===== config.mk =====
export PLATFORM = sky130hd
export DESIGN_NAME = layer_draw_scheduler_flat
export DESIGN_NICKNAME = d
export VERILOG_FILES = /design/src/rtl/layer_draw_pkg.sv /design/src/rtl/layer_draw_scheduler_if.sv /design/src/rtl/layer_draw_scheduler_priority_enc.sv /design/src/rtl/layer_draw_scheduler.sv /design/src/flat_wrapper.sv
export SDC_FILE = /design/constraint.sdc
export NUM_CORES = 1
export LEC_CHECK = 0
export CAP_MARGIN = 0
export CORE_MARGIN = 4
export CORE_UTILIZATION = 39
export CTS_CLUSTER_DIAMETER = 40
export DETAILED_ROUTE_END_ITERATION = 7
export HOLD_SLACK_MARGIN = 0.03
export PLACE_DENSITY = 0.82
export SKIP_CTS_REPAIR_TIMING = 1
export SLEW_MARGIN = 25
export SYNTH_ARGS = -nofsm -noshare
export SYNTH_HDL_FRONTEND = slang
export SYNTH_SLANG_ARGS = --single-unit

===== constraint.sdc =====
create_clock -name clk -period 2.5 [get_ports clk]
set_input_delay 0.375 -clock clk [delete_from_list [all_inputs] [get_ports clk]]
set_output_delay 0.375 -clock clk [all_outputs]
set_load 0.01 [all_outputs]

===== src/rtl/layer_draw_pkg.sv =====
// rtl/layer_draw_pkg.sv - shared types and constants for the layer draw scheduler
package layer_draw_pkg;

    typedef logic [10:0] offset_t;

    typedef enum logic {
        WAIT_SOF = 1'b0,
        RUN      = 1'b1
    } sched_state_t;

    localparam int FRAME_CNT_W = 16;

    // Frame counter increment; wraps silently at the counter width.
    function automatic logic [FRAME_CNT_W-1:0] frame_inc(input logic [FRAME_CNT_W-1:0] cnt);
        return cnt + FRAME_CNT_W'(1);
    endfunction

endpackage


===== src/rtl/layer_draw_scheduler_if.sv =====
// rtl/layer_draw_scheduler_if.sv - layer request, config and arbitration result bundle
interface layer_draw_scheduler_if
    import layer_draw_pkg::*;
#(
    parameter int NUM_LAYERS = 8
);
    localparam int LW = (NUM_LAYERS > 1) ? $clog2(NUM_LAYERS) : 1;

    logic                          startOfFrame;
    logic [NUM_LAYERS-1:0]         drawRequest;
    offset_t [NUM_LAYERS-1:0]      offsetX;
    offset_t [NUM_LAYERS-1:0]      offsetY;
    logic                          cfg_we;
    logic [LW-1:0]                 cfg_layer;
    logic                          cfg_enable;
    logic                          cfg_blink;

    offset_t                       offset_x;
    offset_t                       offset_y;
    logic                          drawRequestOut;
    logic [LW-1:0]                 layer_id;
    logic [NUM_LAYERS-1:0]         collision_flags;
    logic                          collision_valid;
    logic [FRAME_CNT_W-1:0]        frame_count;

    modport master (
        output startOfFrame, drawRequest, offsetX, offsetY,
               cfg_we, cfg_layer, cfg_enable, cfg_blink,
        input  offset_x, offset_y, drawRequestOut, layer_id,
               collision_flags, collision_valid, frame_count
    );

    modport slave (
        input  startOfFrame, drawRequest, offsetX, offsetY,
               cfg_we, cfg_layer, cfg_enable, cfg_blink,
        output offset_x, offset_y, drawRequestOut, layer_id,
               collision_flags, collision_valid, frame_count
    );

endinterface


===== src/rtl/layer_draw_scheduler_priority_enc.sv =====
// rtl/layer_draw_scheduler_priority_enc.sv - combinational lowest-index-first priority encoder
module layer_priority_enc #(
    parameter int WIDTH = 8,
    parameter int IW    = (WIDTH > 1) ? $clog2(WIDTH) : 1
) (
    input  logic [WIDTH-1:0] req,
    output logic             valid,
    output logic [IW-1:0]    idx
);

    // Scan from the top down so the lowest set bit is the last one written.
    always_comb begin
        valid = |req;
        idx   = '0;
        for (int i = WIDTH - 1; i >= 0; i--) begin
            if (req[i]) begin
                idx = IW'(i);
            end
        end
    end

endmodule


===== src/rtl/layer_draw_scheduler.sv =====
// rtl/layer_draw_scheduler.sv - per-pixel sprite layer arbiter with per-frame collision report; optional LAYER_BLINK_EN
module layer_draw_scheduler
    import layer_draw_pkg::*;
#(
    parameter int NUM_LAYERS  = 8,
    parameter int BLINK_SHIFT = 4
) (
    input  logic                   clk,
    input  logic                   reset,
    layer_draw_scheduler_if.slave  sif
);

    localparam int LW = (NUM_LAYERS > 1) ? $clog2(NUM_LAYERS) : 1;
    localparam logic [NUM_LAYERS-1:0] ONE = {{(NUM_LAYERS-1){1'b0}}, 1'b1};

    sched_state_t             state;
    logic [NUM_LAYERS-1:0]    layer_en;
    logic [NUM_LAYERS-1:0]    blink_mask;
    logic [NUM_LAYERS-1:0]    eligible;
    logic [NUM_LAYERS-1:0]    coll_now;
    logic [NUM_LAYERS-1:0]    coll_acc;
    logic                     multi;
    logic                     win_valid;
    logic [LW-1:0]            win_idx;

    offset_t                  offset_x_q;
    offset_t                  offset_y_q;
    logic                     draw_q;
    logic [LW-1:0]            layer_id_q;
    logic [NUM_LAYERS-1:0]    coll_flags_q;
    logic                     coll_valid_q;
    logic [FRAME_CNT_W-1:0]   frame_cnt_q;

    // Layer enable register; an index decode naturally drops out-of-range layers.
    always_ff @(posedge clk or posedge reset) begin
        if (reset) begin
            layer_en <= '1;
        end else if (sif.cfg_we) begin
            for (int i = 0; i < NUM_LAYERS; i++) begin
                if (sif.cfg_layer == LW'(i)) begin
                    layer_en[i] <= sif.cfg_enable;
                end
            end
        end
    end

`ifdef LAYER_BLINK_EN
    logic [NUM_LAYERS-1:0] layer_blink;

    // Layer blink register, written by the same strobe as the enables.
    always_ff @(posedge clk or posedge reset) begin
        if (reset) begin
            layer_blink <= '0;
        end else if (sif.cfg_we) begin
            for (int i = 0; i < NUM_LAYERS; i++) begin
                if (sif.cfg_layer == LW'(i)) begin
                    layer_blink[i] <= sif.cfg_blink;
                end
            end
        end
    end

    assign blink_mask = layer_blink & {NUM_LAYERS{frame_cnt_q[BLINK_SHIFT]}};
`else
    logic unused_blink;

    assign blink_mask   = '0;
    assign unused_blink = sif.cfg_blink ^ frame_cnt_q[BLINK_SHIFT];
`endif

    assign eligible = sif.drawRequest & layer_en & ~blink_mask;

    // Two or more bits set: clearing the lowest set bit leaves something behind.
    assign multi    = |(eligible & (eligible - ONE));
    assign coll_now = multi ? eligible : '0;

    layer_priority_enc #(
        .WIDTH (NUM_LAYERS),
        .IW    (LW)
    ) u_enc (
        .req   (eligible),
        .valid (win_valid),
        .idx   (win_idx)
    );

    // Frame FSM with registered arbitration result and per-frame collision report.
    always_ff @(posedge clk or posedge reset) begin
        if (reset) begin
            state        <= WAIT_SOF;
            offset_x_q   <= '0;
            offset_y_q   <= '0;
            draw_q       <= 1'b0;
            layer_id_q   <= '0;
            coll_acc     <= '0;
            coll_flags_q <= '0;
            coll_valid_q <= 1'b0;
            frame_cnt_q  <= '0;
        end else begin
            coll_valid_q <= 1'b0;
            case (state)
                WAIT_SOF: begin
                    draw_q     <= 1'b0;
                    offset_x_q <= '0;
                    offset_y_q <= '0;
                    layer_id_q <= '0;
                    if (sif.startOfFrame) begin
                        // Whatever was seen before the first frame start is discarded.
                        state    <= RUN;
                        coll_acc <= '0;
                    end
                end
                RUN: begin
                    draw_q     <= win_valid;
                    offset_x_q <= win_valid ? sif.offsetX[win_idx] : '0;
                    offset_y_q <= win_valid ? sif.offsetY[win_idx] : '0;
                    layer_id_q <= win_valid ? win_idx : '0;
                    if (sif.startOfFrame) begin
                        // The start-of-frame pixel already belongs to the new frame.
                        coll_flags_q <= coll_acc;
                        coll_valid_q <= 1'b1;
                        frame_cnt_q  <= frame_inc(frame_cnt_q);
                        coll_acc     <= coll_now;
                    end else begin
                        coll_acc <= coll_acc | coll_now;
                    end
                end
                default: begin
                    state <= WAIT_SOF;
                end
            endcase
        end
    end

    assign sif.offset_x        = offset_x_q;
    assign sif.offset_y        = offset_y_q;
    assign sif.drawRequestOut  = draw_q;
    assign sif.layer_id        = layer_id_q;
    assign sif.collision_flags = coll_flags_q;
    assign sif.collision_valid = coll_valid_q;
    assign sif.frame_count     = frame_cnt_q;

endmodule


===== src/flat_wrapper.sv =====
// flat-port wrapper written by rule: the top's interface ports become plain ports
module layer_draw_scheduler_flat import layer_draw_pkg::*;
#(
    parameter int NUM_LAYERS  = 8,
    parameter int BLINK_SHIFT = 4
)
  (clk, reset, sif_startOfFrame, sif_drawRequest, sif_offsetX, sif_offsetY, sif_cfg_we, sif_cfg_layer, sif_cfg_enable, sif_cfg_blink, sif_offset_x, sif_offset_y, sif_drawRequestOut, sif_layer_id, sif_collision_flags, sif_collision_valid, sif_frame_count);
  layer_draw_scheduler_if #(.NUM_LAYERS(NUM_LAYERS)) sif_i ();
  input  logic clk;
  input  logic reset;
  input wire logic [$bits(sif_i.startOfFrame)-1:0] sif_startOfFrame;
  input wire logic [$bits(sif_i.drawRequest)-1:0] sif_drawRequest;
  input wire logic [$bits(sif_i.offsetX)-1:0] sif_offsetX;
  input wire logic [$bits(sif_i.offsetY)-1:0] sif_offsetY;
  input wire logic [$bits(sif_i.cfg_we)-1:0] sif_cfg_we;
  input wire logic [$bits(sif_i.cfg_layer)-1:0] sif_cfg_layer;
  input wire logic [$bits(sif_i.cfg_enable)-1:0] sif_cfg_enable;
  input wire logic [$bits(sif_i.cfg_blink)-1:0] sif_cfg_blink;
  output wire logic [$bits(sif_i.offset_x)-1:0] sif_offset_x;
  output wire logic [$bits(sif_i.offset_y)-1:0] sif_offset_y;
  output wire logic [$bits(sif_i.drawRequestOut)-1:0] sif_drawRequestOut;
  output wire logic [$bits(sif_i.layer_id)-1:0] sif_layer_id;
  output wire logic [$bits(sif_i.collision_flags)-1:0] sif_collision_flags;
  output wire logic [$bits(sif_i.collision_valid)-1:0] sif_collision_valid;
  output wire logic [$bits(sif_i.frame_count)-1:0] sif_frame_count;
  assign sif_i.startOfFrame = sif_startOfFrame;
  assign sif_i.drawRequest = sif_drawRequest;
  assign sif_i.offsetX = sif_offsetX;
  assign sif_i.offsetY = sif_offsetY;
  assign sif_i.cfg_we = sif_cfg_we;
  assign sif_i.cfg_layer = sif_cfg_layer;
  assign sif_i.cfg_enable = sif_cfg_enable;
  assign sif_i.cfg_blink = sif_cfg_blink;
  assign sif_offset_x = sif_i.offset_x;
  assign sif_offset_y = sif_i.offset_y;
  assign sif_drawRequestOut = sif_i.drawRequestOut;
  assign sif_layer_id = sif_i.layer_id;
  assign sif_collision_flags = sif_i.collision_flags;
  assign sif_collision_valid = sif_i.collision_valid;
  assign sif_frame_count = sif_i.frame_count;
  layer_draw_scheduler #(.NUM_LAYERS(NUM_LAYERS), .BLINK_SHIFT(BLINK_SHIFT)) u_core (.clk(clk), .reset(reset), .sif(sif_i));
endmodule

After elaboration in Yosys (flattened, before gate mapping)
Index checks and enable logic that the tools add are counted.
{ "word_totals": {"register_bits": 68, "input_bits": 193, "output_inout_bits": 51, "wordCells": 70} }
{ "op_classes": {"add_sub_neg": 2, "n_lt_le_gt_ge": 1, "n_eq_ne": 8, "mux": 26, "bitwise": 4, "n_reduce_logical": 12} }
{ "ops": {"columns": ["cell", "count"], "rows": [
  ["11-bit binary-select mux with 3-bit select", 2],
  ["11-bit 2-to-1 mux", 4],
  ["11-bit one-hot mux with 2 select lines", 2],
  ["3-bit 2-to-1 mux", 9],
  ["8-bit 2-to-1 mux", 3],
  ["2-bit AND reduction", 9],
  ["16-bit by 1-bit adder with 16-bit output, second input constant", 1],
  ["8-bit AND", 2],
  ["8-bit one-hot mux with 2 select lines", 1],
  ["8-bit OR reduction", 2],
  ["3-bit == test, second input constant", 4],
  ["8-bit OR", 1],
  ["8-bit by 1-bit subtractor with 8-bit output, second input constant", 1],
  ["3-bit by 2-bit == test with 1-bit output, second input constant", 2],
  ["3-bit one-hot mux with 2 select lines", 1],
  ["3-bit by 4-bit < comparator with 1-bit output, second input constant", 1],
  ["3-bit by 1-bit == test with 1-bit output, second input constant", 1],
  ["3-bit logical NOT", 1],
  ["1-bit 2-to-1 mux", 3],
  ["2-bit != test, second input constant", 1],
  ["1-bit one-hot mux with 2 select lines", 1],
  ["1-bit NOT", 1]
]} }

Depth between registers and ports, before layout
{ "depth": {"word_depth": 13, "depth_mapped": 7, "ltp_nobuf": 6} }

Hierarchy
A second synthesis with hierarchy kept.
{ "hier_totals": {"hier_cells": 319, "hier_area_um2": 4025.1} }
{ "by_module_without_submodules": {"columns": ["module", "instances", "cells_per_inst", "area_per_inst_um2", "seq_area_each_um2"], "rows": [
  ["layer_draw_scheduler", 1, 306, 3943.8, 1711.6],
  ["layer_priority_enc", 1, 13, 81.3, 0.0]
]} }

Worst setup path after synthesis
Ideal clock, no wire load.
{ "synth_path": {"path_type": "reg-to-reg", "start": "reg u_core.layer_en[4]", "end": "reg u_core.offset_x_q[7], in the netlist u_core.sif.offset_x[7]", "setup_time_ps": 137, "arrival_time_ps": 1788, "t_required_ps": 2363, "setup_slack_ps": 574, "path_stages_with_launch": 7, "path_buffers": 1, "synth_period_minus_slack_ps": 1926, "path_cell_list": "dfstp_2 nand2_1 a311oi_4 buf_6 nor2b_1 a2111oi_0 nor4_1"} }
{ "synth_between": {"elab_chain_cells": 10, "word_cells_on_any_way": 11, "cone_classes": "mux: 9; bitwise: 1; reduce/logical: 1"} }
{ "synth_rtl": {"columns": ["element", "line", "source"], "rows": [
  ["start: declaration", "layer_draw_scheduler.sv:17", "logic [NUM_LAYERS-1:0] layer_en;"],
  ["start signal: indexed assignment", "layer_draw_scheduler.sv:41", "layer_en[i] <= sif.cfg_enable;"],
  ["8-bit AND *", "layer_draw_scheduler.sv:71", "assign eligible = sif.drawRequest & layer_en & ~blink_mask;"],
  ["3-bit 2-to-1 mux (5 in a row)", "layer_draw_scheduler_priority_enc.sv:16", "if (req[i]) begin"],
  ["11-bit binary-select mux with 3-bit select", "layer_draw_scheduler.sv:114", "offset_x_q <= win_valid ? sif.offsetX[win_idx] : '0;"],
  ["11-bit 2-to-1 mux (implied by the code)", "layer_draw_scheduler.sv:114", null],
  ["11-bit 2-to-1 mux *", "layer_draw_scheduler.sv:114", null],
  ["11-bit one-hot mux with 2 select lines *", "layer_draw_scheduler.sv:100", "case (state)"],
  ["end signal: assignment", "layer_draw_scheduler.sv:114", null],
  ["end: declaration", "layer_draw_scheduler.sv:26", "offset_t offset_x_q;"]
]} }
Every way passes the cells marked *; elsewhere a longest branch is shown, timed or not. The select of a mux whose other input is x is not followed.
A chain may end at the register's enable or synchronous reset.

Worst setup path after layout
{ "layout_path": {"start": "in sif_drawRequest[2]", "end": "reg u_core.offset_x_q[0], in the netlist u_core.sif.offset_x[0]"} }
{ "layout_between": {"elab_chain_cells": 8, "word_cells_on_any_way": 9, "cone_classes": "mux: 7; bitwise: 1; reduce/logical: 1"} }
{ "layout_rtl": {"columns": ["element", "line", "source"], "rows": [
  ["start: declaration", "flat_wrapper.sv:12", "input wire logic [$bits(sif_i.drawRequest)-1:0] sif_drawRequest;"],
  ["8-bit AND *", "layer_draw_scheduler.sv:71", null],
  ["3-bit 2-to-1 mux (3 in a row)", "layer_draw_scheduler_priority_enc.sv:16", null],
  ["11-bit binary-select mux with 3-bit select", "layer_draw_scheduler.sv:114", null],
  ["11-bit 2-to-1 mux (implied by the code)", "layer_draw_scheduler.sv:114", null],
  ["11-bit 2-to-1 mux *", "layer_draw_scheduler.sv:114", null],
  ["11-bit one-hot mux with 2 select lines *", "layer_draw_scheduler.sv:100", null]
]} }
Marked as above.

==> flow_summary.json <==
{
  "status": "complete, no violations",
  "hold_ws_ns": 0.3697,
  "wl_per_cell_um": 19.78,
  "fmax_mhz": 424.2,
  "overflow": 0,
  "p_total_mw": 5.164,
  "required_ns": 2.70,
  "placed_cells": 818,
  "yosysSeqAreaShare_pct": 40.59,
  "core.rowCount": 37,
  "hold_viol": 0,
  "power_density_mw_per_mm2": 713.7,
  "n_antenna_cell": 0,
  "p_sw_share_pct": 35.06,
  "syn_area_mm2": 0.004217,
  "port_buffers": 242,
  "hp-class": "input port to asynchronous set/reset pin",
  "crit_path_end_kind": "flop",
  "r2r_start": "u_core.layer_en[4]",
  "drc_errors": 0,
  "crit_arrival_ns": 2.56,
  "die-area_mm2": 0.01254,
  "path_clk_slew_ns": 0.08,
  "syn_nets": 636,
  "power.switching_mw": 1.811,
  "crit_path_start": "sif_drawRequest[2]",
  "cp_slowest_cell": "a2111oi_0",
  "critical_path_class": "input port to flop",
  "drive_above_1_share_pct": 13.47,
  "worst_pin_slew_ns": 0.5525,
  "antenna_found_initial": 0,
  "grt_pass1_wl_um": 24920,
  "ant_nets": 0,
  "grt_max_degree": 73,
  "via_count": 4792,
  "final.period_utilization_pct": 94.29,
  "nets": 887,
  "gp_congestion": 0.8991,
  "yosys.cell_types.count": 42,
  "drt_iter0_markers": 380,
  "wl_um": 16500,
  "grt_pass1_vias": 4756,
  "finalCriticalPeriod_ns": 2.357,
  "synth-seq-cells": 68,
  "start_kind": "input port",
  "ys_warn_count": 0,
  "synth_edf_count": 0,
  "core_area_mm2": 0.01042,
  "path_cells": "clkdlybuf4s50_1, a22o_1, a311oi_4, buf_12, nor2b_1, a2111oi_0, nor4_1",
  "dp_hpwl_um": 12910,
  "cts_buffers": 9,
  "stdcell_count": 834,
  "setup_viol": 0,
  "clockRootBuffer": "clkbuf_8",
  "critPathMaxFanout": 72,
  "synth_area_per_cell_um2": 9.540,
  "irDropWorstVdd_uv": 384.9,
  "syn2layout_area_growth_pct": 71.60,
  "pwr-share-seq_pct": 31.7,
  "via_per_inst": 5.746,
  "grt_usage_pct": 25.08,
  "max_stage_delay_ns": 0.54,
  "start_util_pct": 40.48,
  "fp.dieW_um": 112.0,
  "die_y_um": 112.0,
  "intPower_mw": 3.354,
  "relSlewSlack_pct": 62.21,
  "final-max-slew-violation-count": 0,
  "power_frac_clock_pct": 19.7,
  "nFillCells": 777,
  "io_pins": 244,
  "rsz0062_at_grt": "false",
  "final_util_pct": 69.47,
  "async_reset_ff_share_pct": 100.0,
  "clockBufferDepth": 2,
  "clk_latency_ns": 0.35,
  "fin_skew_ns": 0.01087,
  "combPwrFrac_pct": 48.6,
  "clock-sinks": 68,
  "h-tree-depth": 3,
  "ys.flop_type": "dfrtp_1",
  "p_leak_nw": 2.836,
  "syn_inst": 442,
  "maxCapViolations": 0,
  "cts_tree": "yes",
  "dr.pass1.iters": 5
}
-- layout make-up --
cell class	count	area (µm²)	area share (%)
clock buffers	9	123.9	1.712
inverters	11	41.29	0.5706
flip-flops and latches	68	1712	23.66
repair buffers	272	2773	38.32
well taps	136	170.2	2.352
multi-input cells	331	2317	32.02
clock inverters	7	98.84	1.366
-- cells by family (layout without fill, tap and decap cells) --
kind of cell / after synthesis / count (layout) / share of synthesized area, %
simple gates: 174 / 174 / 21.16
flops: 68 / 68 / 40.59
compound gates: 109 / 109 / 21.40
buf+inv: 43 / 299 / 4.926
mux: 31 / 31 / 8.279
xor+xnor: 15 / 15 / 3.116
fa+ha+maj: 2 / 2 / 0.5341
-- final timing paths --
check                                                end  slack, ns  cells after the start
max reg2reg                       u_core.sif.offset_x[0]       0.18                      6
min reg2reg                u_core.sif.collision_flags[5]       0.49                      2
max in group asynchronous         u_core.sif.offset_x[3]       1.43                      4
min                                   u_core.coll_acc[7]       0.37                      2
min in group clk           u_core.sif.collision_flags[5]       0.49                      2
max                               u_core.sif.offset_x[0]       0.14                      7
-- cell usage after synthesis (3+ instances only) --
cell	instances	area share, %
dfrtp_1	60	36
nor2_1	49	4.4
a2111oi_0	44	9.1
nor2b_1	44	6.5
mux2_2	31	8.3
nand2_1	28	2.5
nor4_1	22	3.3
o221ai_1	22	4.6
clkbuf_1	20	1.8
xnor2_1	12	2.5
inv_1	11	0.98
nand3_1	10	1.2
o21ai_0	10	1.2
dfstp_2	8	5.0
and3_1	7	1.0
buf_2	7	0.83
a21oi_1	5	0.59
and2_1	5	0.74
buf_6	5	1.3
o32ai_1	5	1.0
a22oi_1	4	0.71
a22o_1	3	0.62
a32oi_1	3	0.62
o22ai_1	3	0.45
xor2_1	3	0.62
-- registers in the layout, indices dropped and copies added (netlist names) --
name	count
u_core.state	1
u_core.sif.layer_id	3
u_core.sif.offset_x	11
u_core.sif.offset_y	11
u_core.sif.frame_count	16
u_core.sif.drawRequestOut	1
u_core.sif.collision_valid	1
u_core.coll_acc	8
u_core.layer_en	8
u_core.sif.collision_flags	8
-- layout by cell type, fill, tap and decap left out, types with 4 or more instances in the layout --
master           synthesis  routed
a2111oi_0               44      44
a21oi_1                  5       4
a22oi_1                  4       4
and2_1                   5       5
and3_1                   7       7
buf_12                   0      10
buf_4                    0      20
clkbuf_8                 0       9
clkdlybuf4s50_1          0     242
dfrtp_1                 60      60
dfstp_2                  8       8
inv_1                   11      10
mux2_2                  31      31
nand2_1                 28      28
nand3_1                 10       9
nor2_1                  49      49
nor2b_1                 44      44
nor4_1                  22      22
o21ai_0                 10      10
o221ai_1                22      22
o32ai_1                  5       5
xnor2_1                 12      12
-- power groups by stage --
stage / sequential (mW) / combinational [mW] / clock (mW)
finish: 1.64 / 2.51 / 1.02
global route: 1.68 / 2.67 / 1.09
CTS: 1.64 / 2.51 / 1.04
detailed placement: 1.66 / 2.50 / 0
global placement: 1.64 / 2.46 / 0
floorplan: 1.76 / 1.02 / 0
-- metal layers --
| metal | share of wire [%] | up-vias | wire length [µm] | track usage, % |
|---|---|---|---|---|
| li1 | - | 2195 | - | - |
| met2 | 51 | 267 | 8419 | 44.72 |
| met1 | 38 | 2302 | 6203 | 29.79 |
| met5 | 0 | - | 0 | 0 |
| met4 | 2.3 | 0 | 380 | 8.013 |
| met3 | 9.0 | 28 | 1492 | 5.924 |
-- stage by stage --
stage | worst slack (ns) | setup TNS [ns] | cell area (µm²)
global route | 0.05803 | 0 | 7236
detailed placement | -0.1838 | -1.228 | 7013
finish | 0.1427 | 0 | 7236
floorplan | 0.4267 | 0 | 4217
global placement | -0.1171 | -0.6536 | 7013
CTS | 0.1855 | 0 | 7236
-- worst max-delay path, delay by kind of cell --
family	cells	cell delay [ns]
compound gates	3	1.14
buf+inv	2	0.79
simple gates	2	0.22
Power figures use the tool's default switching activity.
